--- src/rtl/serial_sub_pkg.sv ---
// Shared types and constants for the bit-serial subtractor.
// SERIAL_SUB_OVF_EN (defined in serial_sub.sv users' build) enables the signed-overflow output.
package serial_sub_pkg;

  localparam int N_DEF = 4;

  typedef enum logic [1:0] {
    IDLE = 2'd0,
    RUN  = 2'd1,
    DONE = 2'd2
  } state_t;

endpackage

--- src/rtl/serial_sub_fs.sv ---
// Combinational full-subtractor cell: d = a - b - bin for one bit.
module fs (
  input  logic a,
  input  logic b,
  input  logic bin,
  output logic d,
  output logic bout
);

  assign d    = a ^ b ^ bin;
  assign bout = (~a & b) | (~a & bin) | (b & bin);

endmodule

--- src/rtl/serial_sub.sv ---
// Bit-serial N-bit subtractor D = A - B - bin, LSB first over N cycles.
// Optional macro SERIAL_SUB_OVF_EN adds the registered signed-overflow output ovf.
//
// Handshake: start is sampled only while busy=0 (IDLE or DONE); the accepting edge
// captures a/b/bin and raises busy. busy stays high for exactly N cycles, then valid
// rises with d/bout and holds until the next accepted start. busy and valid are
// mutually exclusive.
module serial_sub
  import serial_sub_pkg::*;
#(
  parameter  int N  = N_DEF,
  localparam int CW = $clog2(N) + 1
) (
  input  logic         clk,
  input  logic         rst_n,
  input  logic         start,
  input  logic [N-1:0] a,
  input  logic [N-1:0] b,
  input  logic         bin,
  output logic [N-1:0] d,
  output logic         bout,
  output logic         busy,
  output logic         valid,
`ifdef SERIAL_SUB_OVF_EN
  output logic         ovf,
`endif
  output logic [1:0]   dbg_state
);

  state_t          r_state;
  logic [N-1:0]    r_a;
  logic [N-1:0]    r_b;
  logic [N-1:0]    r_res;
  logic            r_br;
  logic [CW-1:0]   r_cnt;
  logic [N-1:0]    r_d;
  logic            r_bout;
  logic            r_busy;
  logic            r_valid;
`ifdef SERIAL_SUB_OVF_EN
  logic            r_a_msb;
  logic            r_b_msb;
  logic            r_ovf;
`endif

  logic            w_d;
  logic            w_bout;
  logic            w_last;
  logic            w_accept;

  fs u_fs (
    .a    (r_a[0]),
    .b    (r_b[0]),
    .bin  (r_br),
    .d    (w_d),
    .bout (w_bout)
  );

  assign w_last   = (r_cnt == CW'(N - 1));
  assign w_accept = start && (r_state != RUN);

  always_ff @(posedge clk or negedge rst_n) begin
    if (!rst_n) begin
      r_state <= IDLE;
      r_a     <= '0;
      r_b     <= '0;
      r_res   <= '0;
      r_br    <= 1'b0;
      r_cnt   <= '0;
      r_d     <= '0;
      r_bout  <= 1'b0;
      r_busy  <= 1'b0;
      r_valid <= 1'b0;
`ifdef SERIAL_SUB_OVF_EN
      r_a_msb <= 1'b0;
      r_b_msb <= 1'b0;
      r_ovf   <= 1'b0;
`endif
    end else begin
      case (r_state)
        IDLE, DONE: begin
          // DONE keeps d/bout/valid until a new start is accepted.
          if (w_accept) begin
            r_state <= RUN;
            r_a     <= a;
            r_b     <= b;
            r_br    <= bin;
            r_cnt   <= '0;
            r_busy  <= 1'b1;
            r_valid <= 1'b0;
`ifdef SERIAL_SUB_OVF_EN
            r_a_msb <= a[N-1];
            r_b_msb <= b[N-1];
`endif
          end
        end
        RUN: begin
          r_res <= {w_d, r_res[N-1:1]};
          r_a   <= {1'b0, r_a[N-1:1]};
          r_b   <= {1'b0, r_b[N-1:1]};
          r_br  <= w_bout;
          r_cnt <= r_cnt + CW'(1);
          if (w_last) begin
            // The final diff bit lands in the MSB of d on this same edge.
            r_state <= DONE;
            r_d     <= {w_d, r_res[N-1:1]};
            r_bout  <= w_bout;
            r_busy  <= 1'b0;
            r_valid <= 1'b1;
`ifdef SERIAL_SUB_OVF_EN
            r_ovf   <= (r_a_msb != r_b_msb) && (w_d != r_a_msb);
`endif
          end
        end
        default: begin
          r_state <= IDLE;
          r_busy  <= 1'b0;
          r_valid <= 1'b0;
        end
      endcase
    end
  end

  assign d         = r_d;
  assign bout      = r_bout;
  assign busy      = r_busy;
  assign valid     = r_valid;
  assign dbg_state = r_state;
`ifdef SERIAL_SUB_OVF_EN
  assign ovf       = r_ovf;
`endif

endmodule

--- config.mk ---
export PLATFORM = sky130hd
export DESIGN_NAME = serial_sub
export DESIGN_NICKNAME = d
export VERILOG_FILES = /design/src/rtl/serial_sub_pkg.sv /design/src/rtl/serial_sub_fs.sv /design/src/rtl/serial_sub.sv
export SDC_FILE = /design/constraint.sdc
export NUM_CORES = 1
export LEC_CHECK = 0
export BUFFER_PORTS_ARGS = -buffer_cell sky130_fd_sc_hd__buf_2
export CAP_MARGIN = 20
export CORE_MARGIN = 2
export CORE_UTILIZATION = 57
export DETAILED_ROUTE_END_ITERATION = 8
export PLACE_DENSITY = 0.94
export SKIP_CTS_REPAIR_TIMING = 1
export SLEW_MARGIN = 10
export SYNTH_ARGS = -nofsm -noshare
export SYNTH_HDL_FRONTEND = slang
export SYNTH_SLANG_ARGS = --single-unit
--- constraint.sdc ---
create_clock -name clk -period 3.7 [get_ports clk]
set_clock_uncertainty 0.05 [all_clocks]
set_input_delay 0.37 -clock clk [delete_from_list [all_inputs] [get_ports clk]]
set_output_delay 0.37 -clock clk [all_outputs]
set_load 0.02 [all_outputs]
Word level (Yosys, flattened, before mapping)
Index checks and enable logic that the tools add are counted.

word-level totals
  bits in registers = 25
  input port bits = 12
  output and inout bits = 9
  word-level logic and storage cells = 49

operators by class
  $add $sub $neg = 1
  equality and inequality tests = 6
  muxes and demuxes = 17
  bitwise gates (word level) = 8
  reduce and logical (&&, ||, !) cells = 7

operators by type and width
  cell                                                             number
  4-bit case mux with 2 select lines                               2
  4-bit 2-to-1 mux                                                 2
  1-bit case mux with 2 select lines                               3
  3-bit case mux with 2 select lines                               1
  2-bit AND reduction                                              3
  1-bit 2-to-1 mux                                                 5
  2-bit 2-to-1 mux                                                 2
  2-bit != test, second input constant                             2
  2-bit case mux with 2 select lines                               1
  3-bit by 1-bit adder with 3-bit output, second input constant    1
  1-bit AND                                                        3
  3-bit by 2-bit == test with 1-bit output, second input constant  1
  3-bit 2-to-1 mux                                                 1
  2-bit by 1-bit == test with 1-bit output, second input constant  1
  2-bit == test, second input constant                             1
  2-bit zero test                                                  1
  2-bit by 1-bit != test with 1-bit output, second input constant  1
  1-bit bitwise OR                                                 2
  2-bit nonzero test                                               1
  2-bit OR reduction                                               1
  1-bit XOR                                                        2
  1-bit logical AND                                                1
  1-bit NOT                                                        1

Longest topological paths before layout
Gate-level depths: netlist of the first run.

  word-level depth = 5
  gate-level depth with buffers = 5
  depth with buffers taken out = 5

Hierarchy
A second synthesis of the first run with hierarchy kept.

unflattened totals
  cell total of the unflattened synthesis = 88
  area, all modules = 1176.1 um^2

by module, submodules not included
  module      times used  cells each  area an instance (um^2)  seq. area each (um^2)
  serial_sub  1           85          1148.6                   600.6
  fs          1           3           27.5                     0.0

Least setup slack after synthesis of the first run
No wires, ideal clock.

  path type = flip-flop to flip-flop
  start = reg r_cnt[0]
  end = reg r_bout (netlist: bout)
  setup time = 125 ps
  arrival time = 1248 ps
  data required time = 3525 ps
  setup slack = 2277 ps
  stages on the path, launching flop included = 5
  buffers on the path = 0
  period minus slack after synthesis = 1423 ps
  path through = dfrtp_1 > ha_1 > ha_1 > nand3b_4 > mux2_2

between the ends
  cells in the longest elaborated chain, start to end = 2

RTL lines
  item                                      RTL line           text
  start: declaration                        serial_sub.sv:35   logic [CW-1:0] r_cnt;
  start signal: assignment                  serial_sub.sv:102  r_cnt <= r_cnt + CW'(1);
  3-bit by 2-bit == test with 1-bit output  serial_sub.sv:59   assign w_last = (r_cnt == CW'(N - 1));
  2-bit AND reduction (no line)             n/a
  end signal: assignment                    serial_sub.sv:107  r_bout <= w_bout;
  end: declaration                          serial_sub.sv:37   logic r_bout;

No other way between the ends.
A chain may end at the register's enable or synchronous reset.

Worst setup path after layout of the first run
  start = reg r_state[0] (netlist: dbg_state[0])
  end = out dbg_state[0]

RTL lines
  item                      RTL line           text
  start: declaration        serial_sub.sv:30   state_t r_state;
  start signal: assignment  serial_sub.sv:64   r_state <= IDLE;
  start signal: assignment  serial_sub.sv:84   r_state <= RUN;
  start signal: assignment  serial_sub.sv:105  r_state <= DONE;
  end: declaration          serial_sub.sv:27   output logic [1:0] dbg_state

No word-level cell between the ends.

==> results of run 1 <==
==> power groups by stage <==
stage	combinational [mW]	clock (mW)	sequential, mW
global placement	0.425	0	0.509
finish	0.447	0.109	0.516
floorplan	0.338	0	0.515
CTS	0.455	0.110	0.515
detailed placement	0.456	0	0.519
global route	0.498	0.121	0.536
==> cell usage in the layout (no fill, tap or decap), types with 2 or more instances in the layout <==
master / count
a211oi_1: 6
nand2b_1: 2
nand2_1: 7
o21ai_0: 6
nor2_1: 4
mux2i_1: 8
dfrtp_1: 24
a22o_1: 3
a21oi_1: 7
mux2_2: 7
inv_1: 3
ha_1: 2
buf_2: 20
nor2b_1: 7
clkbuf_4: 3
==> metrics by stage <==
stage	cell area (um^2)	std cells	hold slack, ns	utilization, %
4_1_cts	1260	142	-0.0277	65.5
3_5_place_dp	1240	139	0.321	64.3
6_report	1260	142	-0.0384	65.5
2_1_floorplan	1140	96	0.0244	-
3_3_place_gp	1240	139	0.322	64.3
5_1_grt	1260	142	0.00129	65.5
==> state kept, by name (all words and copies together), names as in the netlist, 2 cells and up <==
register   count
d              4
r_a            4
r_b            4
r_cnt          3
r_res          3
dbg_state      2
==> cell type report <==
class / count / area share, %
Clock buffer: 3 / 1.79
Inverter: 3 / 0.895
Multi-Input combinational cell: 65 / 39.0
Sequential cell: 24 / 47.7
Tap cell: 27 / 2.68
Timing Repair Buffer: 20 / 7.95
==> metal layers <==
metal | up-vias | GRT usage (%)
met5 | - | 0
met4 | 0 | 7.62
met3 | 7 | 5.56
met2 | 23 | 31.5
met1 | 375 | 24.6
li1 | 384 | -
==> path summary, 6_finish.rpt <==
check / slack (ns) / startpoint / endpoint / cells past startpoint
worst min-delay path: -0.04 / rst_n / bout$_DFFE_PN0P_ / 1
min in group clk: 0.21 / b[3] / r_b[3]$_DFFE_PN0P_ / 3
max in group asynchronous: 3.29 / rst_n / r_cnt[2]$_DFFE_PN0P_ / 1
worst max register to register: 2.01 / dbg_state[0]$_DFFE_PN0P_ / r_a[2]$_DFFE_PN0P_ / 3
worst max-delay path: 1.82 / dbg_state[0]$_DFFE_PN0P_ / dbg_state[0] / 1
worst min register to register: 0.45 / d[3]$_DFFE_PN0P_ / d[3]$_DFFE_PN0P_ / 2
==> cell families (layout without fill, tap and decap cells) <==
family	after synthesis	count (layout)	share of synthesized area, %
flops	24	24	52.9
xor+xnor	1	1	0.771
fa+ha+maj	3	3	3.96
simple gates	22	22	10.8
mux	15	15	14.0
compound gates	24	24	13.7
buf+inv	7	26	3.96
==> results.md, run 1 <==
* Largest net degree at the start of global routing at 26
* Max stage delay on crit path at 0.85 ns
* Routed Antenna Nets at 0
* Power per Cell Area at 852 nW/um^2
* Power after layout at 1.07 mW
* Slew margin rel. at 49.5%
* Core area at 1920 um^2
* Top-count cell post-synth: dfrtp_1
* Uppermost layer routed: met4
* Synthesized Nets at 111
* Post-Syn Area at 1140 um^2
* Die width at 48.6 um
* Clk pwr share at 10.1%
* Initial Util at 59.1%
* Ranking of synthesized cells by area: dfrtp_1 (53%), mux2i_1 (7.0%), mux2_2 (6.9%)
* Req. time, crit path at 3.28 ns
* Register area at 601 um^2
* Root Buffer: clkbuf_4
* Vias in the first global route at 765
* Flop pwr share at 48.2%
* Total negative slack at 0 ns
* Hold Crit Class: input pin to asynchronous set/reset pin
* Vias at 789
* Synth cell types at 21
* Worst Path Arrival at 1.46 ns
* Skew-Pair Late Insertion Delay at 0.31 ns
* Tot GR Track Use at 19.4%
* Drt wl/cell at 14.1 um
* Peak VDD IR at 481 uV
* Clk slew on worst S/H paths at 0.12 ns
* Drt total wl at 2010 um
* Fin crit period at 1.88 ns
* Cell-internal power at 650 uW
* Hold_ws at -0.0384 ns
* Row count at 16
* Post-synthesis sequential area ratio at 52.9%
* CTS tree: yes
* Chip height at 48.6 um
* Mean post-synth cell area at 11.8 um^2
* Sw frac at 39.4%
* CP endpoint kind: primary output
* Worst path slowest cell: dfrtp_1
* # fillers at 169
* M1 wire length at 851 um
* Wire length of the first global-routing pass at 3470 um
* CP bufs+invs at 1
* Tcrit/Tclk final at 50.8%
* P_sw at 423 uW
* Nets at 132
* Yosys top cell by area: dfrtp_1
* DRC Markers at 0
* Top cell family by delay on the critical path: flip-flops
* # diodes at 0
* Pre-CTS setup slack at 2.06 ns
* Synth async-reset ratio at 100%
* DR pass1 iterations at 4
* Total CTS buffers at 3
* Worst Setup Start Kind: flop
* Failing checks: hold timing
* Commonest register cell after synthesis: dfrtp_1
* Share of the synthesized area in the top cell type at 52.9%
* Final hold viol count at 24
* Gate count of the mapped netlist at 96
* I/O pin count at 21
* Flip-flop and latch count after synthesis at 24
* MaxCap Viol Count at 0
* Maximum clock rate at 0.532 GHz
* Grt ovf at 0
* Crit-path cells: buf_2
* Initial antenna violation count at 0
* Port buffer count at 20
* Share of cells above drive strength 1 at 27.8%
* 1st-iter DRT viols at 20
* RD Place Congestion at 0.748
* Post-synth EDFFs at 0
* Syn. warnings at 0
* Via density at 5.56
* Finish-stage setup viols at 0
* Die ar. at 2370 um^2
* Setup WS post-layout at 1.82 ns
* CTS H-tree lvls at 1
* Most frequent cells after synthesis: dfrtp_1 (24), mux2i_1 (8)
* Final Max Slew Viols at 0
* Area Growth Syn to Fin at 10.8%
* Leak pwr at 0.585 nW
* Longest Clk Path Bufs at 2
* Worst-Margin Slew at 0.758 ns
* Comb pwr share at 41.7%
* Area of the multi-input gates at 490 um^2
* Status: complete, but fails checks
* Met3 WL at 97 um
* Worst-path maximum fanout at 25
* Clk sink count at 24
* DR WL met2 at 1020 um
* CP Class: flop to primary output
* Unrepaired setup endpoints after global routing: false
Power figures use the tool's default switching activity.
==> run 2, diff against run 1 <==
--- a/config.mk
+++ b/config.mk
@@ -8,9 +8,9 @@
 export BUFFER_PORTS_ARGS = -buffer_cell sky130_fd_sc_hd__buf_2
 export CAP_MARGIN = 20
 export CORE_MARGIN = 2
-export CORE_UTILIZATION = 57
+export CORE_UTILIZATION = 48
 export DETAILED_ROUTE_END_ITERATION = 8
-export PLACE_DENSITY = 0.94
+export PLACE_DENSITY = 0.85
 export SKIP_CTS_REPAIR_TIMING = 1
 export SLEW_MARGIN = 10
 export SYNTH_ARGS = -nofsm -noshare
==> constraint.sdc (replaced) <==
create_clock -name clk -period 1.6 [get_ports clk]
set_clock_uncertainty 0.05 [all_clocks]
set_input_delay 0.16 -clock clk [delete_from_list [all_inputs] [get_ports clk]]
set_output_delay 0.16 -clock clk [all_outputs]
set_load 0.02 [all_outputs]
==> results.md, run 2 (same netlist as run 1, synthesis figures left out) <==
* Die ar. at 2770 um^2 (+17%)
* Worst-Margin Slew at 0.524 ns (-0.234 ns)
* I/O pin count at 21 (unchanged)
* Leak pwr at 0.610 nW (+4.2%)
* Total CTS buffers at 3 (unchanged)
* Row count at 17 (+1)
* Setup WS post-layout at 0.128 ns (-1.69 ns)
* Crit path capture: d[1]$_DFFE_PN0P_
* Hold_ws at 0.0336 ns (+0.0721 ns)
* 1st-iter DRT viols at 3 (-85%)
* Most frequent cells in the layout: dfrtp_1 (24), buf_2 (20), mux2i_1 (8)
* Fin area at 1300 um^2 (+3.3%)
* CP Class: flop to flop
* Tcrit/Tclk final at 92.0%
* Unrepaired setup endpoints after global routing: false
* MaxCap Viol Count at 0 (unchanged)
* Worst Path Arrival at 1.62 ns (+0.16 ns)
* Routed Antenna Nets at 0 (unchanged)
* Worst-path maximum fanout at 7 (-72%)
* DRC Markers at 0 (unchanged)
* Worst Setup Start Kind: flop
* R2R Setup Slk at 0.13 ns (-1.88 ns)
* Drt wl/cell at 13.0 um (-8.0%)
* Finish-stage setup viols at 0 (unchanged)
* CTS tree: yes
* Clk sink count at 24 (unchanged)
* Maximum clock rate at 0.679 GHz
* Share of the core filled with cells at 58.2% (-7.3 points)
* Via density at 5.37 (-3.3%)
* Largest net degree at the start of global routing at 25 (-3.8%)
* Area Growth Syn to Fin at 14.4%
* Worst r2r src: r_cnt[0]$_DFFE_PN0P_
* Grt ovf at 0 (unchanged)
* Vias in the first global route at 739 (-3.4%)
* Slew margin rel. at 65.1% (+16 points)
* Worst R2R Path Depth at 4 (+1)
* Tot GR Track Use at 17.0% (-2.5 points)
* Port buffer count at 20 (unchanged)
* Placed instance count at 144 (+3.6%)
* Fin crit period at 1.47 ns
* Vias at 795 (+0.76%)
* Share of cells above drive strength 1 at 30.0% (+2.2 points)
* Hold Crit Class: input pin to flop
* Peak VDD IR at 1180 uV (+150%)
* RD Place Congestion at 0.743 (-0.66%)
* CTS H-tree lvls at 1 (unchanged)
* Status: completed
* Final hold viol count at 0 (-100%)
* Final Max Slew Viols at 0 (unchanged)
* Req. time, crit path at 1.75 ns (-1.53 ns)
* Initial Util at 50.9% (-8.2 points)
* Placed Area at 1270 um^2 (+2.5%)
* Total negative slack at 0 ns (unchanged)
* Die width at 52.7 um (+8.2%)
* Pre-CTS setup slack at 0.119 ns (-1.94 ns)
* # diodes at 0 (unchanged)
* Drt total wl at 1930 um (-4.1%)
* Nets at 137 (+3.8%)
* R2R Path End: d[1]$_DFFE_PN0P_
* Chip height at 52.7 um (+8.2%)
* Root Buffer: clkbuf_4
* DR pass1 iterations at 4 (unchanged)
* Core area at 2230 um^2 (+16%)
* Wire length of the first global-routing pass at 3360 um (-3.2%)
* Most common cell after layout, fill and taps aside: dfrtp_1
* Power per Cell Area at 1920 nW/um^2 (+130%)
* Skew-Pair Late Insertion Delay at 0.30 ns (about the same)
* CP startpoint: r_cnt[0]$_DFFE_PN0P_
* CP endpoint kind: flop
* Longest Clk Path Bufs at 2 (unchanged)
* Power after layout at 2.50 mW (+130%)
* Clk slew on worst S/H paths at 0.12 ns (about the same)
* Initial antenna violation count at 0 (unchanged)
* Worst hold path cell count at 3
* Non-Filler Instances at 148 (+4.2%)
* # fillers at 201 (+19%)
* Hpwl dp at 1460 um
[run 2: cell count changes in the layout (fill, tap and decap cells not counted), sizes merged]
cell         previous run  this run
dlygate4sd3             0         1
buf                    20        24
[run 2: cell type report]
| cell class | instances | area (um^2) | share of cell area [%] |
|---|---|---|---|
| flip-flops and latches | 24 | 601 | 46.2 |
| multi-input cells | 65 | 490 | 37.7 |
| repair buffers | 25 | 140 | 10.8 |
| well taps | 28 | 35.0 | 2.69 |
| clock buffers | 3 | 22.5 | 1.73 |
| inverters | 3 | 11.3 | 0.866 |
[run 2: worst max-delay path, cell delays in order (launching register included)]
cell and delay, ns:
dfrtp_1 0.42, ha_1 0.20, ha_1 0.23, nand3b_4 0.13
mux2_2 0.35
[run 2: how the worst min path moves through the flow]
stage	from	endpoint	slack [ns]
floorplan	rst_n	bout$_DFFE_PN0P_	-0.19
global placement	rst_n	r_cnt[2]$_DFFE_PN0P_	0.11
finish	b[3]	r_b[3]$_DFFE_PN0P_	0.03
global route	b[3]	r_b[3]$_DFFE_PN0P_	0.05
detailed placement	rst_n	dbg_state[0]$_DFFE_PN0P_	0.12
CTS	rst_n	r_a[0]$_DFFE_PN0P_	-0.22
[run 2: power breakdown]
part           switching, mW  internal, mW  total, mW
Combinational          0.569         0.567       1.14
Sequential             0.230         0.887       1.12
Clock                  0.162        0.0877      0.249
[run 2: metal layers]
metal	vias to the layer above	track usage, %	share of wire (%)
li1	389	-	-
met1	389	22.8	46
met2	15	26.9	49
met4	0	6.41	0.52
met5	-	0	0
met3	2	3.43	3.8
==> run 3, diff against run 2 <==
--- a/config.mk
+++ b/config.mk
@@ -8,9 +8,10 @@
 export BUFFER_PORTS_ARGS = -buffer_cell sky130_fd_sc_hd__buf_2
 export CAP_MARGIN = 20
 export CORE_MARGIN = 2
-export CORE_UTILIZATION = 48
+export CORE_UTILIZATION = 53
 export DETAILED_ROUTE_END_ITERATION = 8
-export PLACE_DENSITY = 0.85
+export MAX_ROUTING_LAYER = met4
+export PLACE_DENSITY = 0.89
 export SKIP_CTS_REPAIR_TIMING = 1
 export SLEW_MARGIN = 10
 export SYNTH_ARGS = -nofsm -noshare
==> constraint.sdc (replaced) <==
create_clock -name clk -period 1.5 [get_ports clk]
set_clock_uncertainty 0.05 [all_clocks]
set_input_delay 0.15 -clock clk [delete_from_list [all_inputs] [get_ports clk]]
set_output_delay 0.15 -clock clk [all_outputs]
set_load 0.02 [all_outputs]
==> results.md, run 3 (same netlist as run 1, synthesis figures left out) <==
* Status: completed
* I/O pin count at 21 (unchanged)
* Peak VDD IR at 1190 uV (+1.1%)
* Register area at 601 um^2 (unchanged)
* Root Buffer: clkbuf_4
* Req. time, crit path at 1.65 ns (-0.10 ns)
* Via density at 5.49 (+2.3%)
* Slew margin rel. at 65.5% (+0.38 points)
* Tcrit/Tclk final at 97.1% (+5.1 points)
* Clk sink count at 24 (unchanged)
* Final hold viol count at 0 (unchanged)
* Longest Clk Path Bufs at 2 (unchanged)
* Initial antenna violation count at 0 (unchanged)
* Drt wl/cell at 14.0 um (+7.2%)
* Hold_ws at 0.0109 ns (-0.0227 ns)
* Area of the multi-input gates at 493 um^2 (+0.51%)
* Nets at 139 (+1.5%)
* CTS H-tree lvls at 1 (unchanged)
* Worst-path maximum fanout at 7 (unchanged)
* Final Max Slew Viols at 0 (unchanged)
* Chip height at 50.3 um (-4.5%)
* CP Class: flop to flop
* Fin crit period at 1.46 ns (-0.0157 ns)
* Worst R2R Path Depth at 4 (unchanged)
* # fillers at 168 (-16%)
* Hpwl dp at 1570 um (+7.7%)
* Placed instance count at 144 (unchanged)
* Worst path slowest cell: dfrtp_1
* Power per Cell Area at 2190 nW/um^2 (+14%)
* Skew-Pair Late Insertion Delay at 0.30 ns (about the same)
* Share of cells above drive strength 1 at 32.5% (+2.5 points)
* Crit path capture: d[1]$_DFFE_PN0P_
* Die ar. at 2530 um^2 (-8.7%)
* Grt ovf at 0 (unchanged)
* Row count at 16 (-1)
* Most common cell after layout, fill and taps aside: dfrtp_1
* Total CTS buffers at 3 (unchanged)
* Hold Crit Class: input pin to flop
* Clk slew on worst S/H paths at 0.13 ns (about the same)
* Max stage delay on crit path at 0.42 ns (about the same)
* Total negative slack at 0 ns (unchanged)
* Vias at 824 (+3.6%)
* Worst-Margin Slew at 0.518 ns (-0.00565 ns)
* Worst r2r src: r_cnt[0]$_DFFE_PN0P_
* CTS tree: yes
* # diodes at 0 (unchanged)
* Worst Path Arrival at 1.61 ns (about the same)
* Non-Filler Instances at 150 (+1.4%)
* Area Growth Syn to Fin at 18.5%
* Vias in the first global route at 786 (+6.4%)
* Largest net degree at the start of global routing at 25 (unchanged)
* Worst Setup Start Kind: flop
* DR pass1 iterations at 4 (unchanged)
* Finish-stage setup viols at 0 (unchanged)
* Wire length of the first global-routing pass at 3490 um (+3.9%)
* Leak pwr at 0.632 nW (+3.6%)
* DRC Markers at 0 (unchanged)
* Tot GR Track Use at 19.1% (+2.1 points)
* Core area at 2000 um^2 (-10%)
* Crit-path cells: ha_1 -> ha_2 -> nand3b_4 -> mux2_2
* CP endpoint kind: flop
* Maximum clock rate at 0.687 GHz (+1.1%)
* Port buffer count at 20 (unchanged)
* R2R Path End: d[1]$_DFFE_PN0P_
* Initial Util at 56.8% (+5.9 points)
* MaxCap Viol Count at 0 (unchanged)
* Power after layout at 2.95 mW (+18%)
* Unrepaired setup endpoints after global routing: false
* CP startpoint: r_cnt[0]$_DFFE_PN0P_
* Routed Antenna Nets at 0 (unchanged)
* Most frequent cells in the layout: dfrtp_1 (24), buf_2 (20), mux2i_1 (8)
* Die width at 50.3 um (-4.5%)
* 1st-iter DRT viols at 11 (+8)
* Share of the core filled with cells at 67.3% (+9.0 points)
* Drt total wl at 2090 um (+8.7%)
* R2R Setup Slk at 0.04 ns (-0.08 ns)
* RD Place Congestion at 0.812 (+9.2%)
[run 3: how the worst min path moves through the flow]
stage | to | cells past startpoint | from | slack [ns]
3_5_place_dp | r_cnt[2]$_DFFE_PN0P_ | 1 | rst_n | 0.11
6_report | r_b[3]$_DFFE_PN0P_ | 3 | b[3] | 0.01
4_1_cts | r_cnt[2]$_DFFE_PN0P_ | 1 | rst_n | -0.23
3_3_place_gp | dbg_state[0]$_DFFE_PN0P_ | 1 | rst_n | 0.10
5_1_grt | r_b[3]$_DFFE_PN0P_ | 3 | b[3] | 0.04
2_1_floorplan | bout$_DFFE_PN0P_ | 0 | rst_n | -0.20
[run 3: stage by stage]
step	setup WS [ns]	cell area, um^2
final	0.0435	1350
after detailed placement	0.0131	1270
after global routing	0.00454	1350
after floorplan	0.0771	1140
after global placement	0.0862	1270
after CTS	-0.00959	1330
[run 3: worst max-delay path, delay by kind of cell, from the launching register on]
kind	cells	cell delay, ns
DFF	1	0.42
adders and majority gates	2	0.41
and+or+nand+nor	1	0.12
muxes	1	0.36
[run 3: report_power, final]
part,switching [mW],internal (mW)
combinational,0.659,0.646
clock,0.186,0.270
sequential,0.239,0.947
total,1.08,1.86
[run 3: layout make-up]
cell class,instances,area share [%]
flip-flops and latches,24,44.6
multi-input cells,65,36.6
repair buffers,27,11.5
well taps,27,2.51
clock inverters,1,2.23
clock buffers,3,1.67
inverters,3,0.836
[run 3: routing by layer]
| metal | vias up | routed length [um] | global-route usage [%] |
|---|---|---|---|
| met5 | - | 0 | - |
| met2 | 26 | 1100 | 30.7 |
| li1 | 394 | - | - |
| met4 | 0 | 39 | 9.01 |
| met1 | 398 | 884 | 23.7 |
| met3 | 6 | 73 | 2.98 |
